`src/rtl/compressor_frame_accumulator.sv`:
```
// Streaming popcount/tally stage after a 5:3 counter: sums beat values {cout,carry,sum}
// over a frame and presents total/beats/overflow on a valid/ready port. Macro: ACC_SATURATE_EN.
module compressor_frame_accumulator #(
   parameter int ACC_W     = 16,
   parameter int FRAME_LEN = 8,
   parameter int CNT_W     = 8
) (
   input  logic             clk,
   input  logic             rst,
   input  logic             in_valid,
   output logic             in_ready,
   input  logic             in_sum,
   input  logic             in_carry,
   input  logic             in_cout,
   input  logic             in_last,
   output logic             out_valid,
   input  logic             out_ready,
   output logic [ACC_W-1:0] out_total,
   output logic [CNT_W-1:0] out_beats,
   output logic             out_ovf
);

   localparam logic [1:0]       S_IDLE   = 2'd0;
   localparam logic [1:0]       S_ACCUM  = 2'd1;
   localparam logic [1:0]       S_HOLD   = 2'd2;
   localparam logic [CNT_W-1:0] LP_FRAME = CNT_W'(FRAME_LEN);
   localparam logic [ACC_W-1:0] LP_MAX   = '1;

   logic [1:0]       r_state;
   logic [ACC_W-1:0] r_acc;
   logic [CNT_W-1:0] r_beats;
   logic             r_ovf;

   logic             w_accept;
   logic             w_first;
   logic             w_close;
   logic             w_ovf_now;
   logic [2:0]       w_v;
   logic [ACC_W-1:0] w_base;
   logic [ACC_W:0]   w_sum;
   logic [ACC_W-1:0] w_acc_nxt;
   logic [CNT_W-1:0] w_beats_nxt;

   assign in_ready  = (r_state != S_HOLD);
   assign out_valid = (r_state == S_HOLD);
   assign w_accept  = in_valid & in_ready;
   assign w_first   = (r_state == S_IDLE);
   assign w_v       = {in_cout, in_carry, in_sum};

   // First beat of a frame starts from zero, so IDLE needs no separate clear cycle.
   assign w_base      = w_first ? '0 : r_acc;
   assign w_sum       = {1'b0, w_base} + (ACC_W+1)'(w_v);
   assign w_ovf_now   = w_sum[ACC_W];
   assign w_beats_nxt = (w_first ? '0 : r_beats) + CNT_W'(1);
   assign w_close     = in_last | (w_beats_nxt == LP_FRAME);

`ifdef ACC_SATURATE_EN
   assign w_acc_nxt = w_ovf_now ? LP_MAX : w_sum[ACC_W-1:0];
`else
   assign w_acc_nxt = w_sum[ACC_W-1:0];
`endif

   always_ff @(posedge clk or posedge rst) begin
      if (rst) begin
         r_state <= S_IDLE;
         r_acc   <= '0;
         r_beats <= '0;
         r_ovf   <= 1'b0;
      end else begin
         case (r_state)
            S_IDLE, S_ACCUM: begin
               if (w_accept) begin
                  r_acc   <= w_acc_nxt;
                  r_beats <= w_beats_nxt;
                  r_ovf   <= (w_first ? 1'b0 : r_ovf) | w_ovf_now;
                  r_state <= w_close ? S_HOLD : S_ACCUM;
               end
            end
            S_HOLD: begin
               if (out_ready) begin
                  r_acc   <= '0;
                  r_beats <= '0;
                  r_ovf   <= 1'b0;
                  r_state <= S_IDLE;
               end
            end
            default: r_state <= S_IDLE;
         endcase
      end
   end

   // Accumulator registers double as the held result while in HOLD.
   assign out_total = r_acc;
   assign out_beats = r_beats;
   assign out_ovf   = r_ovf;

endmodule
```
`config.mk`:
```
export PLATFORM = sky130hd
export DESIGN_NAME = compressor_frame_accumulator
export DESIGN_NICKNAME = d
export VERILOG_FILES = /design/src/rtl/compressor_frame_accumulator.sv
export SDC_FILE = /design/constraint.sdc
export NUM_CORES = 1
export LEC_CHECK = 0
export BUFFER_PORTS_ARGS = -buffer_cell sky130_fd_sc_hd__clkbuf_2
export CELL_PAD_IN_SITES_DETAIL_PLACEMENT = 1
export CELL_PAD_IN_SITES_GLOBAL_PLACEMENT = 2
export CORE_MARGIN = 1.5
export CORE_UTILIZATION = 30
export DETAILED_ROUTE_END_ITERATION = 8
export GPL_ROUTABILITY_DRIVEN = 0
export GPL_TIMING_DRIVEN = 0
export PLACE_DENSITY_LB_ADDON = 0.1
export REMOVE_ABC_BUFFERS = 1
export SLEW_MARGIN = 20
export SYNTH_ARGS = -nofsm -noshare
export SYNTH_HDL_FRONTEND = slang
export SYNTH_SLANG_ARGS = --single-unit
```
`constraint.sdc`:
```
create_clock -name clk -period 2.36 [get_ports clk]
set_clock_uncertainty 0.15 [all_clocks]
set_input_delay 0.472 -clock clk [delete_from_list [all_inputs] [get_ports clk]]
set_output_delay 0.472 -clock clk [all_outputs]
set_load 0.05 [all_outputs]
```
==> results of run 1 <==
==> cells in the mapped netlist, types with 2 or more instances <==
cell	n	area (µm²)
ha_1	4	50.1
a211o_1	3	26.3
nand3_1	8	40.0
o21a_1	5	37.5
o311ai_0	2	17.5
and3_1	3	18.8
inv_1	6	22.5
a22o_1	2	17.5
buf_2	6	30.0
nand2_1	19	71.3
nand4_1	4	25.0
nor2_1	7	26.3
a31o_2	2	17.5
nand2b_1	3	18.8
o211ai_1	3	22.5
o2111a_1	2	22.5
and2_1	6	37.5
o21ai_0	18	90.1
o31ai_1	4	30.0
a21oi_1	8	40.0
a41oi_1	2	17.5
and3b_1	2	17.5
nor3b_1	2	15.0
buf_4	2	15.0
a31oi_1	7	43.8
dfrtp_1	27	676
xor2_1	2	17.5
==> per-layer routing <==
layer | up-vias | part of all wire, % | track usage [%] | wire length, µm
met2 | 38 | 48 | 30.0 | 2660
met5 | - | 0 | 0 | 0
met3 | 4 | 3.6 | 1.74 | 197
met1 | 871 | 48 | 26.3 | 2670
li1 | 792 | - | - | -
met4 | 0 | 0.50 | 3.93 | 28
==> flip-flops by register name, indices dropped and copies added (netlist names) <==
name       cells
out_beats      8
out_ovf        1
out_total     16
r_state        2
==> through the flow <==
step	hold WS [ns]	area, µm²
2_1_floorplan	0.375	1660
3_3_place_gp	0.336	1920
3_5_place_dp	0.360	1940
4_1_cts	0.126	2060
5_1_grt	0.133	2110
6_report	0.0960	2110
==> power groups by stage <==
stage	registers [µW]	clock network, µW	logic [µW]
4_1_cts	548	290	501
6_report	550	286	537
3_3_place_gp	563	0	423
2_1_floorplan	672	0	195
5_1_grt	557	308	582
3_5_place_dp	568	0	444
==> layout make-up <==
| cell class | count | area (µm²) |
|---|---|---|
| fillers | 650 | 3390 |
| inverters | 6 | 22.5 |
| well taps | 72 | 90.1 |
| clock buffers | 4 | 45.0 |
| flip-flops and latches | 27 | 678 |
| multi-input cells | 143 | 1010 |
| repair buffers | 46 | 268 |
==> what timing repair did <==
item | in CTS | in global routing
gates cloned | 0 | 0
gates resized for setup | 11 | 3
setup buffers | 7 | 4
hold endpoints to repair | 0 | 0
pin swaps | 6 | 4
setup endpoints to repair | 15 | 5
==> layout by cell type, fill, tap and decap left out, types with 4 or more instances in the layout <==
master | synthesis | routed
buf_4 | 2 | 11
o21a_1 | 5 | 5
o21ai_0 | 18 | 18
nand3_1 | 8 | 8
dfrtp_1 | 27 | 25
nand2_1 | 19 | 18
and2_1 | 6 | 5
inv_1 | 6 | 4
a21oi_1 | 8 | 7
o31ai_1 | 4 | 4
a31oi_1 | 7 | 7
clkbuf_2 | 1 | 34
nor2_1 | 7 | 7
nand4_1 | 4 | 4
==> path summary, 6_finish.rpt <==
kind	depth (start not counted)	to	startpoint
max	9	out_total[14]$_DFFE_PP0P_	r_state[1]$_DFFE_PP0P_
min	2	out_total[10]$_DFFE_PP0P_	rst
max reg2reg	9	out_total[14]$_DFFE_PP0P_	r_state[1]$_DFFE_PP0P_
min reg2reg	2	out_ovf$_DFFE_PP0P_	out_ovf$_DFFE_PP0P_
max in group asynchronous	2	r_state[0]$_DFFE_PP0P_	rst
min in group clk	3	r_state[1]$_DFFE_PP0P_	in_last
==> critical path, cell delays in order, from the launching register on <==
cell and delay, ns:
dfrtp_2 0.43, or2_4 0.28, and2_4 0.15, ha_4 0.16
inv_2 0.05, fa_2 0.21, nor2b_2 0.06, o2111a_2 0.30
a32o_1 0.24, a31o_2 0.21
==> cells by family after synthesis <==
group | after synthesis | share of synthesized area (%)
fa+ha+maj | 5 | 4.09
simple gates | 66 | 22.2
flops | 27 | 39.5
xor+xnor | 2 | 1.02
compound gates | 70 | 28.8
buf+inv | 16 | 4.46
==> metrics.csv, run 1 <==
metric;value;unit
status;finished, final reports clean;
timing.final.hold_violations;0;
reg2reg_setup_slack;0.02;ns
cts_root_buf;clkbuf_8;
vdd_drop_max;0.000312;V
grt_max_degree;28;
yosysUniqueCellTypes;54;
io_pins;35;
overflow;0;
dp_hpwl;3720;µm
yosysWarningCount;0;
slew_headroom;49.9;%
synth_flop_cell;dfrtp_1;
cts_buffers;3;
synthArstFlopShare;100;%
ys_ff_latch;27;
dp_cells;283;
leakagePower;0.000996;µW
synth_area_per_cell;9.20;µm²
path_class;reg2reg;
htreeDepth;1;
clockBufferDepth;2;
clkPwrFrac;20.8;%
final_antenna_net_count;0;
fmax;0.427;GHz
synth_edf_count;0;
final-instance-count-excl-fill;298;
layout-drive-gt1-share;31.9;%
start_kind;flip-flop;
coreArea;5510;µm²
cts.reportedPaths.clkPinSlew;0.10;ns
diodes;0;
syn2layout_area_growth;23.5;%
min_period;2.34;ns
p_total;1370;µW
drv_slew;0;
p_sw;570;µW
crit_arrival;2.37;ns
chipWidth;78.5;µm
nets;240;
final_core_util;38.4;%
port_buffers;34;
setup_viol;0;
worst_slew_pin_slew;0.752;ns
cts.sinks;27;
swShare;41.5;%
drtIter0Drc;94;
rsz0062_at_grt;yes;
syn_inst;186;
required;2.39;ns
rows;27;
fin_ws;0.0170;ns
maxCapViolations;0;
grt_pass1_vias;1750;
antenna_found_initial;0;
hold_path.class;in2async;
die_area;6170;µm²
wl_per_cell;18.6;µm
worstSkewPairLatency;0.28;ns
crit_fanout;6;
ctsHoldBuffers;0;
syn_area;1710;µm²
combPwrFrac;39.1;%
ys_seq_area_share;39.5;%
grt_util_all_layers;18.4;%
dp_slack;-0.716;ns
seqPwrFrac;40.0;%
vias_per_cell;5.72;
power.density;650;nW/µm²
die_h;78.5;µm
start_util;31.1;%
cts_tree;done;
end_kind;flip-flop;
route.detailed.drc;0;
finalSetupTns;0;ns
intPower;803;µW
drt_wl_total;5550;µm
finalCritPeriodShare;99.3;%
vias;1705;
first_pass_iters;4;
grt_pass1_wl;8930;µm
(Power assumes the default switching activity.)
==> inputs of run 2 (changes only) <==
--- a/config.mk
+++ b/config.mk
@@ -15,6 +15,7 @@
 export GPL_TIMING_DRIVEN = 0
 export PLACE_DENSITY_LB_ADDON = 0.1
 export REMOVE_ABC_BUFFERS = 1
+export SETUP_SLACK_MARGIN = 0.3
 export SLEW_MARGIN = 20
 export SYNTH_ARGS = -nofsm -noshare
 export SYNTH_HDL_FRONTEND = slang
==> run 2 against run 1 <==
Compared with the run above:
- via count up 0.47%
- maximum frequency about the same
- non-clock buffer count up 3
- critical endpoint is now out_total[15]$_DFFE_PP0P_
- highest routed layer unchanged
- largest cell class unchanged
==> metrics.csv, run 2 (synthesis results as in run 1) <==
metric;value;unit
route.detailed.drc;0;
first_pass_iters;4;
drt_wl_total;5650;µm
slowest_delay;0.54;ns
grt_util_all_layers;18.5;%
antenna_found_initial;0;
timing.final.hold_violations;0;
syn2layout_area_growth;27.0;%
nets;243;
crit_arrival;2.40;ns
cts_buffers;3;
intPower;816;µW
path_cells;or2_4, nand2_2, inv_1, ha_1, a211o_1, o21ai_4, or4_4, o211ai_2;
wl_per_cell;18.8;µm
layout-drive-gt1-share;35.8;%
fillers;646;
finalSetupTns;0;ns
vias;1713;
vias_per_cell;5.69;
fin_area;2170;µm²
maxCapViolations;0;
setup_viol;0;
final_antenna_net_count;0;
start_kind;flip-flop;
path_class;reg2reg;
vdd_drop_max;0.000351;V
chipWidth;78.5;µm
io_pins;35;
hold_path.class;in2async;
status;finished, final reports clean;
fmax;0.427;GHz
required;2.42;ns
coreArea;5510;µm²
finalCritPeriodShare;99.3;%
grt_pass1_vias;1765;
crit_fanout;6;
worstSkewPairLatency;0.28;ns
mostFrequentLayoutCells;33 x clkbuf_2, 25 x dfrtp_1, 17 x nand2_1, 17 x o21ai_0, 13 x buf_4;
worst_path_dominant_cell_family;simple AND/OR/NAND/NOR gates;
worst-path-buf-inv;1;
overflow;0;
min_period;2.34;ns
drv_slew;0;
placed_cell_area;1940;µm²
dp_hpwl;3720;µm
die_area;6170;µm²
start_util;31.1;%
htreeDepth;1;
cp_slowest_cell;or4_4;
largest_reg_flops;16;
cts_root_buf;clkbuf_8;
grt_max_degree;28;
final_core_util;39.5;%
rows;27;
cts_tree;done;
worst_slew_pin_slew;0.636;ns
end_kind;flip-flop;
slew_headroom;57.5;%
p_sw;576;µW
die_h;78.5;µm
combPwrFrac;40.1;%
seqPwrFrac;39.6;%
rsz0062_at_grt;yes;
port_buffers;34;
leakagePower;0.00102;µW
clkPwrFrac;20.3;%
clockBufferDepth;2;
diodes;0;
final_common_cell;clkbuf_2;
drtIter0Drc;95;
cts.sinks;27;
cts.reportedPaths.clkPinSlew;0.10;ns
grt_pass1_wl;9000;µm
ctsHoldBuffers;0;
power.density;640;nW/µm²
swShare;41.4;%
## run 2: path summary, 6_finish.rpt
check,start,to,slack (ns),depth (start not counted)
setup reg to reg,r_state[1]$_DFFE_PP0P_,out_total[15]$_DFFE_PP0P_,0.02,8
hold / removal,rst,out_total[10]$_DFFE_PP0P_,0.1,2
min in group clk,in_last,r_state[1]$_DFFE_PP0P_,0.34,3
setup / recovery,r_state[1]$_DFFE_PP0P_,out_total[15]$_DFFE_PP0P_,0.02,8
hold reg to reg,out_ovf$_DFFE_PP0P_,out_ovf$_DFFE_PP0P_,0.37,2
max in group asynchronous,rst,r_state[0]$_DFFE_PP0P_,1.51,2
## run 2: stage by stage
| step | power [µW] | std cells | setup WS, ns | hold slack (ns) |
|---|---|---|---|---|
| 2_1_floorplan | 867 | 176 | -0.468 | 0.375 |
| 3_3_place_gp | 986 | 282 | -0.655 | 0.336 |
| 3_5_place_dp | 1010 | 283 | -0.716 | 0.360 |
| 4_1_cts | 1340 | 295 | -0.0209 | 0.126 |
| 5_1_grt | 1470 | 301 | -0.0414 | 0.133 |
| 6_report | 1390 | 301 | 0.0156 | 0.0952 |
## run 2: power by group through the flow
stage	clock [µW]	combinational, µW	sequential, µW
after CTS	290	505	548
after floorplan	0	195	672
after global routing	308	604	558
final	282	558	551
after detailed placement	0	444	568
after global placement	0	423	563
## run 2: layout make-up
type	instances	area, µm²	share of cell area, %
Multi-Input combinational cell	143	1040	47.6
Sequential cell	27	678	31.2
Timing Repair Buffer	49	303	13.9
Tap cell	72	90.1	4.14
Clock buffer	4	45.0	2.07
Inverter	6	22.5	1.04
## run 2: repair_timing
action / CTS / global route
setup endpoints to repair: 18 / 18
gates resized for setup: 14 / 11
pin swaps: 11 / 6
buffers inserted: 8 / 6
## run 2: per-layer routing
| metal | part of all wire [%] | vias up | track usage (%) |
|---|---|---|---|
| li1 | - | 795 | - |
| met1 | 49 | 873 | 26.3 |
| met2 | 48 | 39 | 30.3 |
| met3 | 3.0 | 6 | 1.74 |
| met4 | 0.71 | 0 | 3.93 |
| met5 | 0 | - | 0 |
## run 2: worst reg2reg max path: cells and delay by family (launching register included)
kind / cells / cell delay [ns]
AOI/OAI and AO/OA: 3 / 0.46
adders and majority gates: 1 / 0.27
buffers and inverters: 1 / 0.05
DFF: 1 / 0.43
and+or+nand+nor: 3 / 0.92
